===== config.mk =====
export PLATFORM = sky130hd
export DESIGN_NAME = layer_seq_scheduler_flat
export DESIGN_NICKNAME = d
export VERILOG_FILES = /design/src/rtl/layer_seq_pkg.sv /design/src/rtl/layer_seq_scheduler_if.sv /design/src/rtl/layer_seq_out_bank.sv /design/src/rtl/layer_seq_scheduler.sv /design/src/flat_wrapper.sv
export SDC_FILE = /design/constraint.sdc
export NUM_CORES = 1
export LEC_CHECK = 0
export CAP_MARGIN = 10
export CORE_MARGIN = 4
export CORE_UTILIZATION = 32
export DETAILED_ROUTE_END_ITERATION = 10
export MAX_ROUTING_LAYER = met4
export PLACE_DENSITY_LB_ADDON = 0.2
export SLEW_MARGIN = 20
export SYNTH_ARGS = -nofsm -noshare
export SYNTH_HDL_FRONTEND = slang
export SYNTH_SLANG_ARGS = --single-unit

===== constraint.sdc =====
create_clock -name clk -period 1.9 [get_ports clk]
set_input_delay 0.38 -clock clk [delete_from_list [all_inputs] [get_ports clk]]
set_output_delay 0.38 -clock clk [all_outputs]
set_load 0.005 [all_outputs]

===== src/rtl/layer_seq_pkg.sv =====
// Shared types and defaults for the layer sequencer: FSM state encoding,
// neuron-index width helper and default layer geometry.
package layer_seq_pkg;

    localparam int DEF_NUM_NEURONS = 8;
    localparam int DEF_IN_BITS     = 4;
    localparam int DEF_OUT_BITS    = 2;

    typedef enum logic [1:0] {
        IDLE  = 2'd0,
        RUN   = 2'd1,
        DRAIN = 2'd2,
        DONE  = 2'd3
    } state_e;

    // A single-neuron layer still needs a 1-bit index field.
    function automatic int idx_w_f(input int n);
        return (n > 1) ? $clog2(n) : 1;
    endfunction

endpackage


===== src/rtl/layer_seq_scheduler_if.sv =====
// Bus bundle for the layer sequencer: input vector stream, ROM lookup port
// and packed result stream.
interface layer_seq_scheduler_if
    import layer_seq_pkg::*;
#(
    parameter int NUM_NEURONS = DEF_NUM_NEURONS,
    parameter int IN_BITS     = DEF_IN_BITS,
    parameter int OUT_BITS    = DEF_OUT_BITS
);
    localparam int IDX_W = idx_w_f(NUM_NEURONS);

    // Both streams are valid/ready: a beat transfers on a rising clock edge
    // where valid && ready; the source holds valid and data until it transfers.
    logic                            in_valid;
    logic                            in_ready;
    logic [NUM_NEURONS*IN_BITS-1:0]  in_data;
    logic                            lut_en;
    logic [IDX_W+IN_BITS-1:0]        lut_addr;
    logic [OUT_BITS-1:0]             lut_data;
    logic                            out_valid;
    logic                            out_ready;
    logic [NUM_NEURONS*OUT_BITS-1:0] out_data;

    modport master (
        output in_valid, in_data, lut_data, out_ready,
        input  in_ready, lut_en, lut_addr, out_valid, out_data
    );

    modport slave (
        input  in_valid, in_data, lut_data, out_ready,
        output in_ready, lut_en, lut_addr, out_valid, out_data
    );

endinterface


===== src/rtl/layer_seq_out_bank.sv =====
// Result slot register file: one OUT_BITS slot per neuron, written one slot
// per cycle from the ROM return; unwritten slots hold their old contents.
module layer_seq_out_bank
    import layer_seq_pkg::*;
#(
    parameter int NUM_NEURONS = DEF_NUM_NEURONS,
    parameter int OUT_BITS    = DEF_OUT_BITS,
    localparam int IDX_W      = idx_w_f(NUM_NEURONS)
) (
    input  logic                            clk,
    input  logic                            rst_n,
    input  logic                            wr_en,
    input  logic [IDX_W-1:0]                wr_idx,
    input  logic [OUT_BITS-1:0]             wr_data,
    output logic [NUM_NEURONS*OUT_BITS-1:0] out_data
);

    logic [NUM_NEURONS*OUT_BITS-1:0] slots_q, slots_d;

    always_comb begin
        slots_d = slots_q;
        for (int k = 0; k < NUM_NEURONS; k++) begin
            if (wr_en && (wr_idx == IDX_W'(k))) begin
                slots_d[k*OUT_BITS +: OUT_BITS] = wr_data;
            end
        end
    end

    always_ff @(posedge clk or negedge rst_n) begin
        if (!rst_n) begin
            slots_q <= '0;
        end else begin
            slots_q <= slots_d;
        end
    end

    assign out_data = slots_q;

endmodule


===== src/rtl/layer_seq_scheduler.sv =====
// Sequences one shared neuron truth-table ROM across all neurons of a layer.
// Optional completed-transaction counter enabled by LAYER_SEQ_PERF_CNT_EN.
module layer_seq_scheduler
    import layer_seq_pkg::*;
#(
    parameter int NUM_NEURONS = DEF_NUM_NEURONS,
    parameter int IN_BITS     = DEF_IN_BITS,
    parameter int OUT_BITS    = DEF_OUT_BITS
) (
    input  logic                        clk,
    input  logic                        rst_n,
    input  logic                        clear,
    layer_seq_scheduler_if.slave        bus,
    output logic [31:0]                 perf_count,
    output state_e                      state_dbg
);

    localparam int IDX_W = idx_w_f(NUM_NEURONS);
    localparam logic [IDX_W-1:0] LAST_IDX = IDX_W'(NUM_NEURONS - 1);

    state_e                         state_q, state_d;
    logic [IDX_W-1:0]               idx_q, idx_d;
    logic [IDX_W-1:0]               cap_idx_q, cap_idx_d;
    logic                           cap_en_q, cap_en_d;
    logic [NUM_NEURONS*IN_BITS-1:0] vec_q, vec_d;
    logic [IN_BITS-1:0]             slice;
    logic                           wr_en;

    always_ff @(posedge clk or negedge rst_n) begin
        if (!rst_n) begin
            state_q   <= IDLE;
            idx_q     <= '0;
            cap_idx_q <= '0;
            cap_en_q  <= 1'b0;
            vec_q     <= '0;
        end else begin
            state_q   <= state_d;
            idx_q     <= idx_d;
            cap_idx_q <= cap_idx_d;
            cap_en_q  <= cap_en_d;
            vec_q     <= vec_d;
        end
    end

    // Select by index compare so unused codes of a non-power-of-2 layer map to nothing.
    always_comb begin
        slice = '0;
        for (int k = 0; k < NUM_NEURONS; k++) begin
            if (idx_q == IDX_W'(k)) begin
                slice = vec_q[k*IN_BITS +: IN_BITS];
            end
        end
    end

    always_comb begin
        state_d       = state_q;
        idx_d         = idx_q;
        cap_idx_d     = cap_idx_q;
        cap_en_d      = 1'b0;
        vec_d         = vec_q;
        bus.in_ready  = 1'b0;
        bus.lut_en    = 1'b0;
        bus.lut_addr  = '0;
        bus.out_valid = 1'b0;
        unique case (state_q)
            IDLE: begin
                bus.in_ready = 1'b1;
                if (bus.in_valid) begin
                    vec_d   = bus.in_data;
                    idx_d   = '0;
                    state_d = RUN;
                end
            end
            RUN: begin
                bus.lut_en   = 1'b1;
                bus.lut_addr = {idx_q, slice};
                cap_en_d     = 1'b1;
                cap_idx_d    = idx_q;
                if (idx_q == LAST_IDX) begin
                    idx_d   = '0;
                    state_d = DRAIN;
                end else begin
                    idx_d = idx_q + 1'b1;
                end
            end
            DRAIN: state_d = DONE;
            DONE: begin
                bus.out_valid = 1'b1;
                if (bus.out_ready) begin
                    state_d = IDLE;
                end
            end
            default: state_d = IDLE;
        endcase
        // Abort: nothing is latched and any in-flight ROM return is dropped.
        if (clear) begin
            state_d  = IDLE;
            idx_d    = '0;
            cap_en_d = 1'b0;
            vec_d    = vec_q;
        end
    end

    assign wr_en     = cap_en_q && !clear;
    assign state_dbg = state_q;

    layer_seq_out_bank #(
        .NUM_NEURONS (NUM_NEURONS),
        .OUT_BITS    (OUT_BITS)
    ) u_out_bank (
        .clk      (clk),
        .rst_n    (rst_n),
        .wr_en    (wr_en),
        .wr_idx   (cap_idx_q),
        .wr_data  (bus.lut_data),
        .out_data (bus.out_data)
    );

`ifdef LAYER_SEQ_PERF_CNT_EN
    logic [31:0] perf_q, perf_d;

    always_comb begin
        perf_d = perf_q;
        if (bus.out_valid && bus.out_ready) begin
            perf_d = perf_q + 32'd1;
        end
    end

    always_ff @(posedge clk or negedge rst_n) begin
        if (!rst_n) begin
            perf_q <= '0;
        end else begin
            perf_q <= perf_d;
        end
    end

    assign perf_count = perf_q;
`else
    assign perf_count = 32'd0;
`endif

endmodule


===== src/flat_wrapper.sv =====
// flat-port wrapper written by rule: the top's interface ports become plain ports
module layer_seq_scheduler_flat import layer_seq_pkg::*;
#(
    parameter int NUM_NEURONS = DEF_NUM_NEURONS,
    parameter int IN_BITS     = DEF_IN_BITS,
    parameter int OUT_BITS    = DEF_OUT_BITS
)
  (clk, rst_n, clear, perf_count, state_dbg, bus_in_valid, bus_in_data, bus_lut_data, bus_out_ready, bus_in_ready, bus_lut_en, bus_lut_addr, bus_out_valid, bus_out_data);
  layer_seq_scheduler_if #(.NUM_NEURONS(NUM_NEURONS), .IN_BITS(IN_BITS), .OUT_BITS(OUT_BITS)) bus_i ();
  input  logic clk;
  input  logic rst_n;
  input  logic clear;
  output logic [31:0] perf_count;
  output state_e state_dbg;
  input wire logic [$bits(bus_i.in_valid)-1:0] bus_in_valid;
  input wire logic [$bits(bus_i.in_data)-1:0] bus_in_data;
  input wire logic [$bits(bus_i.lut_data)-1:0] bus_lut_data;
  input wire logic [$bits(bus_i.out_ready)-1:0] bus_out_ready;
  output wire logic [$bits(bus_i.in_ready)-1:0] bus_in_ready;
  output wire logic [$bits(bus_i.lut_en)-1:0] bus_lut_en;
  output wire logic [$bits(bus_i.lut_addr)-1:0] bus_lut_addr;
  output wire logic [$bits(bus_i.out_valid)-1:0] bus_out_valid;
  output wire logic [$bits(bus_i.out_data)-1:0] bus_out_data;
  assign bus_i.in_valid = bus_in_valid;
  assign bus_i.in_data = bus_in_data;
  assign bus_i.lut_data = bus_lut_data;
  assign bus_i.out_ready = bus_out_ready;
  assign bus_in_ready = bus_i.in_ready;
  assign bus_lut_en = bus_i.lut_en;
  assign bus_lut_addr = bus_i.lut_addr;
  assign bus_out_valid = bus_i.out_valid;
  assign bus_out_data = bus_i.out_data;
  layer_seq_scheduler #(.NUM_NEURONS(NUM_NEURONS), .IN_BITS(IN_BITS), .OUT_BITS(OUT_BITS)) u_core (.clk(clk), .rst_n(rst_n), .clear(clear), .bus(bus_i), .perf_count(perf_count), .state_dbg(state_dbg));
endmodule

==> metrics.log, run 1 <==
INFO  metric route.detailed.vias_per_inst = 4.62
INFO  metric synth_async_sr_flop_share = 1.00
INFO  metric grt_max_degree = 25
INFO  metric areaGrowthSynthToFinish = 40.0%
INFO  metric drv_cap = 0
INFO  metric finalCriticalPeriod = 2.35 ns
INFO  metric synthSimpleGateAreaFrac = 0.101
INFO  metric postRouteAntennaNets = 0
INFO  metric hold_path_class = in -> async
INFO  metric sw_power = 1570 uW
INFO  metric ys_top_cells_by_area = dfrtp_1 (47%), mux2_2 (18%), buf_4 (8.2%)
INFO  metric synth-edff-count = 0
INFO  metric worst_r2r_path_depth = 8
INFO  metric category_of_the_most_critical_setup_path = reg -> out
INFO  metric final-hold-violation-count = 0
INFO  metric ir_worst_vdd = 0.000485 V
INFO  metric wl_met1 = 3060 um
INFO  metric dieArea = 11,000 um^2
INFO  metric number_of_global_route_vias_before_repair = 2,202
INFO  metric place_hpwl = 5110 um
INFO  metric xor_xnor_share_of_the_synthesized_area = 0
INFO  metric nNetsFinal = 391
INFO  metric post-route-period-util = 1.24
INFO  metric pwr_density_cell = 1150 nW/um^2
INFO  metric grt_use_total = 0.133
INFO  metric layout.cell_area.non_filler = 4210 um^2
INFO  metric cts.reportedPaths.clkPinSlew = 0.07 ns
INFO  metric data_required_time_of_the_critical_path = 1.52 ns
INFO  metric post_synth_num_cell_types = 36
INFO  metric die_height = 105 um
INFO  metric failed_checks = setup timing
INFO  metric ys_ff_latch = 57
INFO  metric synth_compound_gate_area_share = 0.0799
INFO  metric std_cell_rows = 35
INFO  metric buffer_ports.inserted = 66
INFO  metric synth.yosys.warnings = 0
INFO  metric leftover_overflow_at_the_end_of_global_routing = 0
INFO  metric critical_path_arrival = 1.97 ns
INFO  metric p_clk_frac = 0.204
INFO  metric detailedRoute.firstPassIterationCount = 4
INFO  metric root_buffer = clkbuf_8
INFO  metric worst_slack_setup_final = -0.447 ns
INFO  metric power.share.switching = 0.325
INFO  metric yosysTopAreaCellShare = 0.474
INFO  metric clockBufferDepth = 2
INFO  metric synth.top_cells.by_count = dfrtp_1 (57), mux2_2 (49), buf_4 (33)
INFO  metric synth_adder_area_share = 0.0416
INFO  metric setup.worst_path.end_class = output pin
INFO  metric intPower = 3260 uW
INFO  metric met3_wirelength = 416 um
INFO  metric io-pin-count = 99
INFO  metric initial_utilization = 0.327
INFO  metric cts.sink_count = 57
INFO  metric timing.critical_path.from_type = flip-flop
INFO  metric htree_levels = 3
INFO  metric drt_drc_violations_left = 0
INFO  metric max_slew.worst_pin.slew = 0.514 ns
INFO  metric core = 9200 um^2
INFO  metric worstSetupStartpoint = u_core.idx_q[1]
INFO  metric dpl_cell_area = 3820 um^2
INFO  metric clock_tree_from_tritoncts = built
INFO  metric mappedNetlistArea = 3010 um^2
INFO  metric drt-total-wl = 6860 um
INFO  metric vias = 2,116
INFO  metric synth_top_family_by_area = multiplexers
INFO  metric post-synth-top-count-cell = dfrtp_1
INFO  metric postSynthAreaPerCell = 12.2 um^2
INFO  metric timing.fmax = 426 MHz
INFO  metric critical_path.reg2reg.startpoint = u_core.idx_q[1]
INFO  metric slew_headroom = 0.657
INFO  metric comb_power_share = 0.384
INFO  metric slew_violations = 0
INFO  metric cellLeakagePower = 0.00194 uW
INFO  metric detail_route.iter0.violations = 46
INFO  metric ctsHoldBuffers = 0
INFO  metric antenna_found_initial = 0
INFO  metric synth.mux.area_fraction = 0.193
INFO  metric insertedDiodeCount = 0
INFO  metric timing.reg2reg.setup_slack = -0.07 ns
INFO  metric postSynth.topFlopCell = dfrtp_1
INFO  metric gp_congestion = 0.740
INFO  metric synth_cells = 247
INFO  metric clock_network_latency_to_the_later_pin_of_the_worst_skew_pair = 0.34 ns
INFO  metric wl_per_cell = 15.0 um
INFO  metric worst-path-max-fanout = 5
INFO  metric worstSetupEndpoint = bus_lut_addr[0]
INFO  metric rsz_0062_raised_after_global_routing = yes
INFO  metric grt_pass1_wl = 11,200 um
INFO  metric timing.final.setup_violations = 6
INFO  metric clock_skew = 0.0126 ns
INFO  metric seqPwrFrac = 0.413
INFO  metric r2r-end = u_core.state_dbg[1]
INFO  metric worst_hold_slack = 0.00404 ns
INFO  metric drive_gt1_frac = 0.401
INFO  metric yosysSeqAreaShare = 0.474
INFO  metric wl_met2 = 3270 um
INFO  metric top_layer = met4
INFO  metric cts_buffers = 9
INFO  metric dieWidth = 105 um
INFO  metric synth_top_area_cell = dfrtp_1
INFO  metric status = finished with violations
layer usage:
metal	vias up	GRT usage
li1	1004	-
met1	1023	0.165
met2	79	0.205
met3	10	0.0401
met4	0	0.0506
met5	-	-
final cells by class:
cell class | count | area (um^2)
Timing Repair Buffer | 93 | 895
Clock inverter | 7 | 46.3
Inverter | 6 | 25.0
Clock buffer | 9 | 124
Fill cell | 858 | 4980
Multi-Input combinational cell | 175 | 1560
Sequential cell | 57 | 1430
Tap cell | 111 | 139
through the flow:
| stage | total power, uW | util | TNS (ns) | std cells | setup slack (ns) |
|---|---|---|---|---|---|
| global route | 5150 | 0.458 | -2.39 | 458 | -0.529 |
| detailed placement | 3630 | 0.416 | -2.35 | 438 | -0.593 |
| finish | 4830 | 0.458 | -1.86 | 458 | -0.447 |
| global placement | 3600 | 0.416 | -2.22 | 438 | -0.572 |
| CTS | 4770 | 0.449 | -2.91 | 456 | -0.460 |
| floorplan | 2890 | - | 0 | 278 | 0.0296 |
how the worst min path moves through the flow:
stage | to
after floorplan | u_core.cap_en_q
after global placement | u_core.cap_idx_q[2]
after CTS | u_core.cap_idx_q[0]
after detailed placement | u_core.cap_idx_q[2]
final | u_core.cap_idx_q[2]
after global routing | u_core.cap_idx_q[2]
power groups by stage:
stage | Combinational (uW) | Sequential (uW) | Clock, uW
after floorplan | 1030 | 1860 | 0
after global placement | 1650 | 1950 | 0
after detailed placement | 1670 | 1960 | 0
after CTS | 1770 | 1970 | 1030
after global routing | 2030 | 2050 | 1080
final | 1850 | 1990 | 983
cell families (layout without fill, tap and decap cells):
group / after synthesis / count (layout)
muxes: 51 / 51
DFF: 57 / 57
AOI/OAI and AO/OA: 35 / 35
adders and majority gates: 10 / 10
other: 1 / 32
buffers and inverters: 46 / 115
and+or+nand+nor: 47 / 47
registers in the layout, summed over array words and instances (netlist names):
register                    flops
u_core.vec_q                   32
u_core.cap_en_q                 1
u_core.cap_idx_q                3
u_core.u_out_bank.out_data     16
u_core.idx_q                    3
u_core.state_dbg                2
what timing repair did:
| item | in CTS | in global routing |
|---|---|---|
| setup endpoints to repair | 12 | 12 |
| pin swaps | 15 | 9 |
| resized for setup | 50 | 23 |
| buffers inserted | 2 | 2 |
placed cells by master, fill, tap and decap left out, types with 3 or more instances in the layout:
| cell type | count |
|---|---|
| and2_1 | 3 |
| mux2_2 | 49 |
| clkinv_2 | 3 |
| a221oi_2 | 3 |
| o21ai_0 | 8 |
| clkbuf_8 | 9 |
| nand2_1 | 6 |
| ha_4 | 6 |
| buf_2 | 5 |
| nor2b_1 | 6 |
| conb_1 | 32 |
| dfrtp_1 | 56 |
| a22oi_2 | 4 |
| buf_4 | 22 |
| clkinvlp_4 | 3 |
| dlymetal6s2s_1 | 4 |
| o21ai_1 | 5 |
| nand3_1 | 6 |
| nor3_1 | 4 |
| buf_12 | 3 |
| inv_2 | 3 |
| clkdlybuf4s50_1 | 55 |
| nand3b_1 | 3 |
critical path, stage by stage (launching register included):
cell and delay (ns):
dfrtp_1 0.41, buf_4 0.15, ha_2 0.19, ha_4 0.19, a22oi_2 0.17, o22ai_1 0.11, a32o_2 0.28, buf_2 0.13
No activity file was read; power rests on OpenSTA's default activity.
==> inputs of run 2 (changes only) <==
CORE_UTILIZATION = 42   (was 32)
==> metrics.log, run 2 (synthesis gave the netlist of run 1 again) <==
INFO  metric vias = 2,123 (was 2,116)
INFO  metric category_of_the_most_critical_setup_path = reg -> out (unchanged)
INFO  metric postRouteAntennaNets = 0 (unchanged)
INFO  metric pwr_density_cell = 1190 nW/um^2 (was 1150 nW/um^2)
INFO  metric gp_congestion = 0.844 (was 0.740)
INFO  metric number_of_flip_flops_under_the_largest_register_name = 32 (unchanged)
INFO  metric drv_cap = 0 (unchanged)
INFO  metric failed_checks = setup timing (unchanged)
INFO  metric slew_violations = 0 (unchanged)
INFO  metric die_height = 92.6 um (was 105 um)
INFO  metric grt_use_total = 0.167 (was 0.133)
INFO  metric rsz_0062_raised_after_global_routing = yes (unchanged)
INFO  metric wl_per_cell = 15.6 um (was 15.0 um)
INFO  metric cts_buffers = 9 (unchanged)
INFO  metric mostFrequentLayoutCell = dfrtp_1 (unchanged)
INFO  metric grt_pass1_wl = 10,900 um (was 11,200 um)
INFO  metric post-route-period-util = 1.21 (was 1.24)
INFO  metric number_of_global_route_vias_before_repair = 2,185 (was 2,202)
INFO  metric worst_hold_slack = 0.0349 ns (was 0.00404 ns)
INFO  metric detail_route.iter0.violations = 54 (was 46)
INFO  metric dieWidth = 92.6 um (was 105 um)
INFO  metric data_required_time_of_the_critical_path = 1.52 ns (about the same)
INFO  metric route.detailed.vias_per_inst = 4.85 (was 4.62)
INFO  metric areaGrowthSynthToFinish = 38.8% (was 40.0%)
INFO  metric dieArea = 8580 um^2 (was 11,000 um^2)
INFO  metric clock_tree_from_tritoncts = built (unchanged)
INFO  metric grt_max_degree = 58 (was 25)
INFO  metric insertedDiodeCount = 0 (unchanged)
INFO  metric max_slew.worst_pin.slew = 0.501 ns (was 0.514 ns)
INFO  metric layout.cell_area.non_filler = 4170 um^2 (was 4210 um^2)
INFO  metric ir_worst_vdd = 0.000701 V (was 0.000485 V)
INFO  metric buffer_ports.inserted = 66 (unchanged)
INFO  metric nNetsFinal = 386 (was 391)
INFO  metric antenna_found_initial = 0 (unchanged)
INFO  metric clock_network_latency_to_the_later_pin_of_the_worst_skew_pair = 0.33 ns (was 0.34 ns)
INFO  metric leftover_overflow_at_the_end_of_global_routing = 0 (unchanged)
INFO  metric clock_skew = 0.00798 ns (was 0.0126 ns)
INFO  metric core = 6870 um^2 (was 9200 um^2)
INFO  metric drive_gt1_frac = 0.386 (was 0.401)
INFO  metric dpl_cell_area = 3760 um^2 (was 3820 um^2)
INFO  metric final-hold-violation-count = 0 (unchanged)
INFO  metric cts.reportedPaths.clkPinSlew = 0.07 ns (about the same)
INFO  metric slew_headroom = 0.665 (was 0.657)
INFO  metric cts.sink_count = 57 (unchanged)
INFO  metric commonest_cells_after_routing_fill_and_taps_aside = dfrtp_1 (56), clkdlybuf4s50_1 (55), mux2_2 (49) (unchanged)
INFO  metric htree_levels = 3 (unchanged)
INFO  metric status = finished with violations (unchanged)
INFO  metric hold_path_class = in -> async (unchanged)
INFO  metric finalCriticalPeriod = 2.30 ns (was 2.35 ns)
INFO  metric drt_drc_violations_left = 0 (unchanged)
INFO  metric critical_path_arrival = 1.92 ns (was 1.97 ns)
INFO  metric std_cell_rows = 30 (was 35)
INFO  metric clockBufferDepth = 2 (unchanged)
INFO  metric detailedRoute.firstPassIterationCount = 4 (unchanged)
INFO  metric cellLeakagePower = 0.00188 uW (was 0.00194 uW)
INFO  metric setup.worst_path.end_class = output pin (unchanged)
INFO  metric timing.reg2reg.setup_slack = 0.01 ns (was -0.07 ns)
INFO  metric place_hpwl = 4810 um (was 5110 um)
INFO  metric timing.fmax = 435 MHz (was 426 MHz)
INFO  metric fillerInstances = 589 (was 858)
INFO  metric drt-total-wl = 6850 um (was 6860 um)
INFO  metric root_buffer = clkbuf_8 (unchanged)
INFO  metric final-instance-count-excl-fill = 438 (was 458)
INFO  metric worst_slack_setup_final = -0.401 ns (was -0.447 ns)
INFO  metric initial_utilization = 0.438 (was 0.327)
INFO  metric numPlacedInstances = 418 (was 438)
INFO  metric timing.final.setup_violations = 4 (was 6)
INFO  metric io-pin-count = 99 (unchanged)
INFO  metric timing.critical_path.from_type = flip-flop (unchanged)
INFO  metric worst-path-max-fanout = 4 (was 5)
INFO  metric register_ranked_first_by_flip_flop_count = u_core.vec_q (unchanged)
[run 2: cell count changes in the layout (fill, tap and decap cells not counted), sizes merged, moves of 2 or more]
| cell | previous run | this run |
|---|---|---|
| clkinvlp | 3 | 1 |
| clkbuf | 9 | 12 |
| dlygate4sd2 | 2 | 6 |
| dlymetal6s2s | 4 | 0 |
| buf | 32 | 27 |
[run 2: repair_timing]
action                                  in CTS  in global routing
resized for setup                           56                 15
hold buffers                                 0                  0
pin swaps                                   14                  8
endpoints found under the setup margin      11                  9
cloned                                       0                  0
hold endpoints to repair                     0                  0
setup buffers                                3                  1
[run 2: layout make-up]
class	instances	area (um^2)	share of cell area
Clock buffer	12	155	0.0372
Clock inverter	4	51.3	0.0123
Inverter	6	25.0	0.00600
Multi-Input combinational cell	175	1570	0.375
Sequential cell	57	1430	0.342
Tap cell	96	120	0.0288
Timing Repair Buffer	88	830	0.199
[run 2: report_power, final]
part	switching (uW)	total, uW	internal [uW]
clock	492	1170	678
sequential	340	1990	1660
combinational	717	1810	1100
[run 2: metal layers]
layer	routed length, um	GRT usage	vias to the layer above
met4	99	0.0623	0
met5	0	-	-
li1	-	-	994
met3	397	0.0357	11
met1	2870	0.204	1037
met2	3490	0.273	81
[run 2: worst max-delay path: stages, from the launching register on]
cell     delay, ns
dfrtp_2       0.44
inv_4         0.07
ha_4          0.18
or2_4         0.28
a22oi_2       0.16
o22ai_1       0.09
a32o_2        0.26
buf_2         0.12
[run 2: metrics by stage]
stage	total power (uW)	util	TNS [ns]	worst slack, ns
after floorplan	2890	-	0	0.0296
after global placement	3520	0.547	-2.36	-0.502
after detailed placement	3570	0.547	-2.61	-0.524
after CTS	4900	0.598	-1.52	-0.402
after global routing	5280	0.608	-1.94	-0.482
final	4980	0.608	-1.57	-0.401
[run 2: worst paths after layout]
| path | start | depth (start not counted) | endpoint |
|---|---|---|---|
| max in group asynchronous | rst_n | 2 | u_core.idx_q[0] |
| min in group clk | u_core.u_out_bank.out_data[1] | 1 | u_core.u_out_bank.out_data[1] |
| worst max-delay path | u_core.idx_q[0] | 7 | bus_lut_addr[0] |
| worst min-delay path | rst_n | 2 | u_core.vec_q[3] |
| worst max register to register | u_core.idx_q[0] | 7 | u_core.state_dbg[1] |
| worst min register to register | u_core.u_out_bank.out_data[1] | 1 | u_core.u_out_bank.out_data[1] |
==> RTL edit (config.mk and constraints of run 1) <==
`DEF_IN_BITS`: 4 -> 6.
--- a/src/rtl/layer_seq_pkg.sv
+++ b/src/rtl/layer_seq_pkg.sv
@@ -3,7 +3,7 @@
 package layer_seq_pkg;
 
     localparam int DEF_NUM_NEURONS = 8;
-    localparam int DEF_IN_BITS     = 4;
+    localparam int DEF_IN_BITS     = 6;
     localparam int DEF_OUT_BITS    = 2;
 
     typedef enum logic [1:0] {
Ports: changed (resized bus_in_data and bus_lut_addr); port bits go from 99 to 117. No check against the original RTL was run, so the function may have changed too.
==> RTL edit against run 1 <==
  * The run still ends with setup timing left
  * Die area rose by 24%
  * Final area rose by 25%
  * Routed wire length rose by 30%
  * Setup slack got worse by 150 ps
  * Hold slack improved by 3.0 ps
  * Area after synthesis rose by 26%
  * Largest power group unchanged
  * Non-clock buffer count rose by 20
  * Sequential cell count rose by 16
  * Highest routed layer unchanged
  * Total power rose by 40%
  * Maximum frequency fell by 6.1%
==> RTL edit: results (changes against run 1) <==
[timing]
setup_viol = 6  ; unchanged
skew_ps = 5.19  ; -7.46 ps
hold_slack_ps = 7.05  ; +3.01 ps
fin_setup_tns_ps = -3450  ; -1580 ps
drv_slew = 0  ; unchanged
fmax_mhz = 400  ; -6.1%
setup_ws_ps = -600  ; -154 ps

[detailed_routing]
dr.pass1.iters = 5  ; +1
vias_per_cell = 4.65  ; +0.68%
drt-total-wl_um = 8880  ; +30%
dr.first_iter.drc_count = 61  ; +33%

[power]
irDropWorstVdd_mv = 0.524  ; +8.1%
p_leak_nw = 2.34  ; +20%

[critical_path]
critPathTopFamily = compound AO/OA/AOI/OAI gates
reg2reg_slack_ps = 110  ; +180 ps
reg2reg_to = u_core.vec_q[12]
r2r_start = u_core.state_dbg[0]
critPathSlowestCell = dfrtp_2
critPathMaxStageDelay_ps = 440  ; +30 ps
r2r_cells = 7  ; -1
cp_max_fo = 6  ; +1
arrival_ps = 2120  ; +150 ps

[clocking]
cts_made_buffers = 9  ; unchanged
cts_sinks = 73  ; +28%
root_buffer = clkbuf_16
clk_path_buf_depth = 2  ; unchanged

[cells_and_area]
n_fill_cell = 1073  ; +25%
antenna_cells = 0  ; unchanged
drive_above_1_share_pct = 35.8  ; -4.3 points
finalNonFillerCells = 568  ; +24%
nets = 484  ; +24%
largest_register_ffs = 48  ; +50%

[synth]
synthTopCellsByCount = dfrtp_1, mux2_2, buf_4
yosysSeqAreaShare_pct = 48.1  ; +0.64 points
synth_cell_types = 38  ; +5.6%
yosys_warnings = 0  ; unchanged
synthArstFlopShare_pct = 100  ; unchanged
synthCells = 311  ; +26%
ys_top_cells_by_area = dfrtp_1, mux2_2, buf_4

[hold_path]
min_path_type = input pin to asynchronous set/reset pin

[placement]
place_inst = 545  ; +24%
place.gp.congestion = 0.787  ; +6.3%
dpl.hpwl_um = 6640  ; +30%
portBuffers = 84  ; +27%
placed_cell_area_um2 = 4870  ; +27%
pre_cts_ws_ps = -925  ; -332 ps

[grt]
grt_pass1_vias = 2786  ; +27%
grt_usage_pct = 14.1  ; +0.74 points
grt_max_degree = 49  ; +96%
grt_pass1_wl_um = 14100  ; +27%

[outcome]
run_status = complete, but fails checks
violations = setup timing

[RTL edit: cell count changes in the layout (fill, tap and decap cells not counted), sizes merged, moves of 5 or more]
cell | before | now
nand3 | 6 | 0
dfrtp | 57 | 73
a311oi | 0 | 6
o21ai | 15 | 6
a21oi | 0 | 8
clkdlybuf4s50 | 55 | 71
inv | 7 | 14
o311a | 0 | 6
nor3b | 3 | 9
nand3b | 5 | 10
mux2 | 51 | 69
buf | 32 | 38
a221o | 0 | 6
[RTL edit: where the power goes]
part           switching [mW]  internal, mW  leakage, nW  total [mW]
registers               0.376          2.17        0.900        2.55
logic                   0.986          1.43         1.29        2.42
clock network           0.651          1.15        0.152        1.80
[RTL edit: metal layers]
metal | wire, um | track usage, % | part of all wire, %
met1 | 3980 | 18.0 | 45
met2 | 4320 | 22.1 | 49
met3 | 416 | 2.37 | 4.7
met4 | 156 | 5.89 | 1.8
met5 | 0 | - | 0
[RTL edit: final cells by class]
| cell class | count | area [um^2] | area share [%] |
|---|---|---|---|
| inverter | 13 | 48.8 | 0.926 |
| timing repair buffer | 113 | 1060 | 20.0 |
| clock inverter | 7 | 93.8 | 1.78 |
| sequential | 73 | 1830 | 34.7 |
| tap | 143 | 179 | 3.40 |
| clock buffer | 9 | 225 | 4.27 |
| multi-input combinational | 210 | 1840 | 34.9 |
[RTL edit: repair_timing]
item	in CTS	in global routing
setup endpoints to repair	12	6
setup buffers	6	1
pin swaps	8	5
resized for setup	58	0
hold endpoints to repair	0	0
[RTL edit: how the worst max path moves through the flow]
stage	start	end	slack (ps)	cells past startpoint
after global routing	u_core.idx_q[1]	bus_lut_addr[2]	-650	7
after global placement	u_core.idx_q[1]	bus_lut_addr[1]	-830	6
after CTS	u_core.idx_q[1]	bus_lut_addr[2]	-630	6
after floorplan	u_core.idx_q[0]	bus_lut_addr[0]	-90	6
final	u_core.idx_q[0]	bus_lut_addr[0]	-600	6
after detailed placement	u_core.idx_q[1]	bus_lut_addr[0]	-930	6
[RTL edit: worst reg2reg max path, delay by kind of cell, from the launching register on]
| kind | cells | cell delay (ps) |
|---|---|---|
| multiplexers | 1 | 410 |
| flip-flops | 1 | 390 |
| buffers and inverters | 4 | 610 |
| adder cells (fa/ha/maj) | 1 | 150 |
| AND/OR/NAND/NOR | 1 | 130 |
[RTL edit: cells by family after synthesis]
family	count (synthesis)	synth area share, %
compound gates	42	8.49
fa+ha+maj	9	2.96
buf+inv	59	10.0
flops	73	48.1
mux	70	20.7
other cells	1	0.0987
simple gates	57	9.68
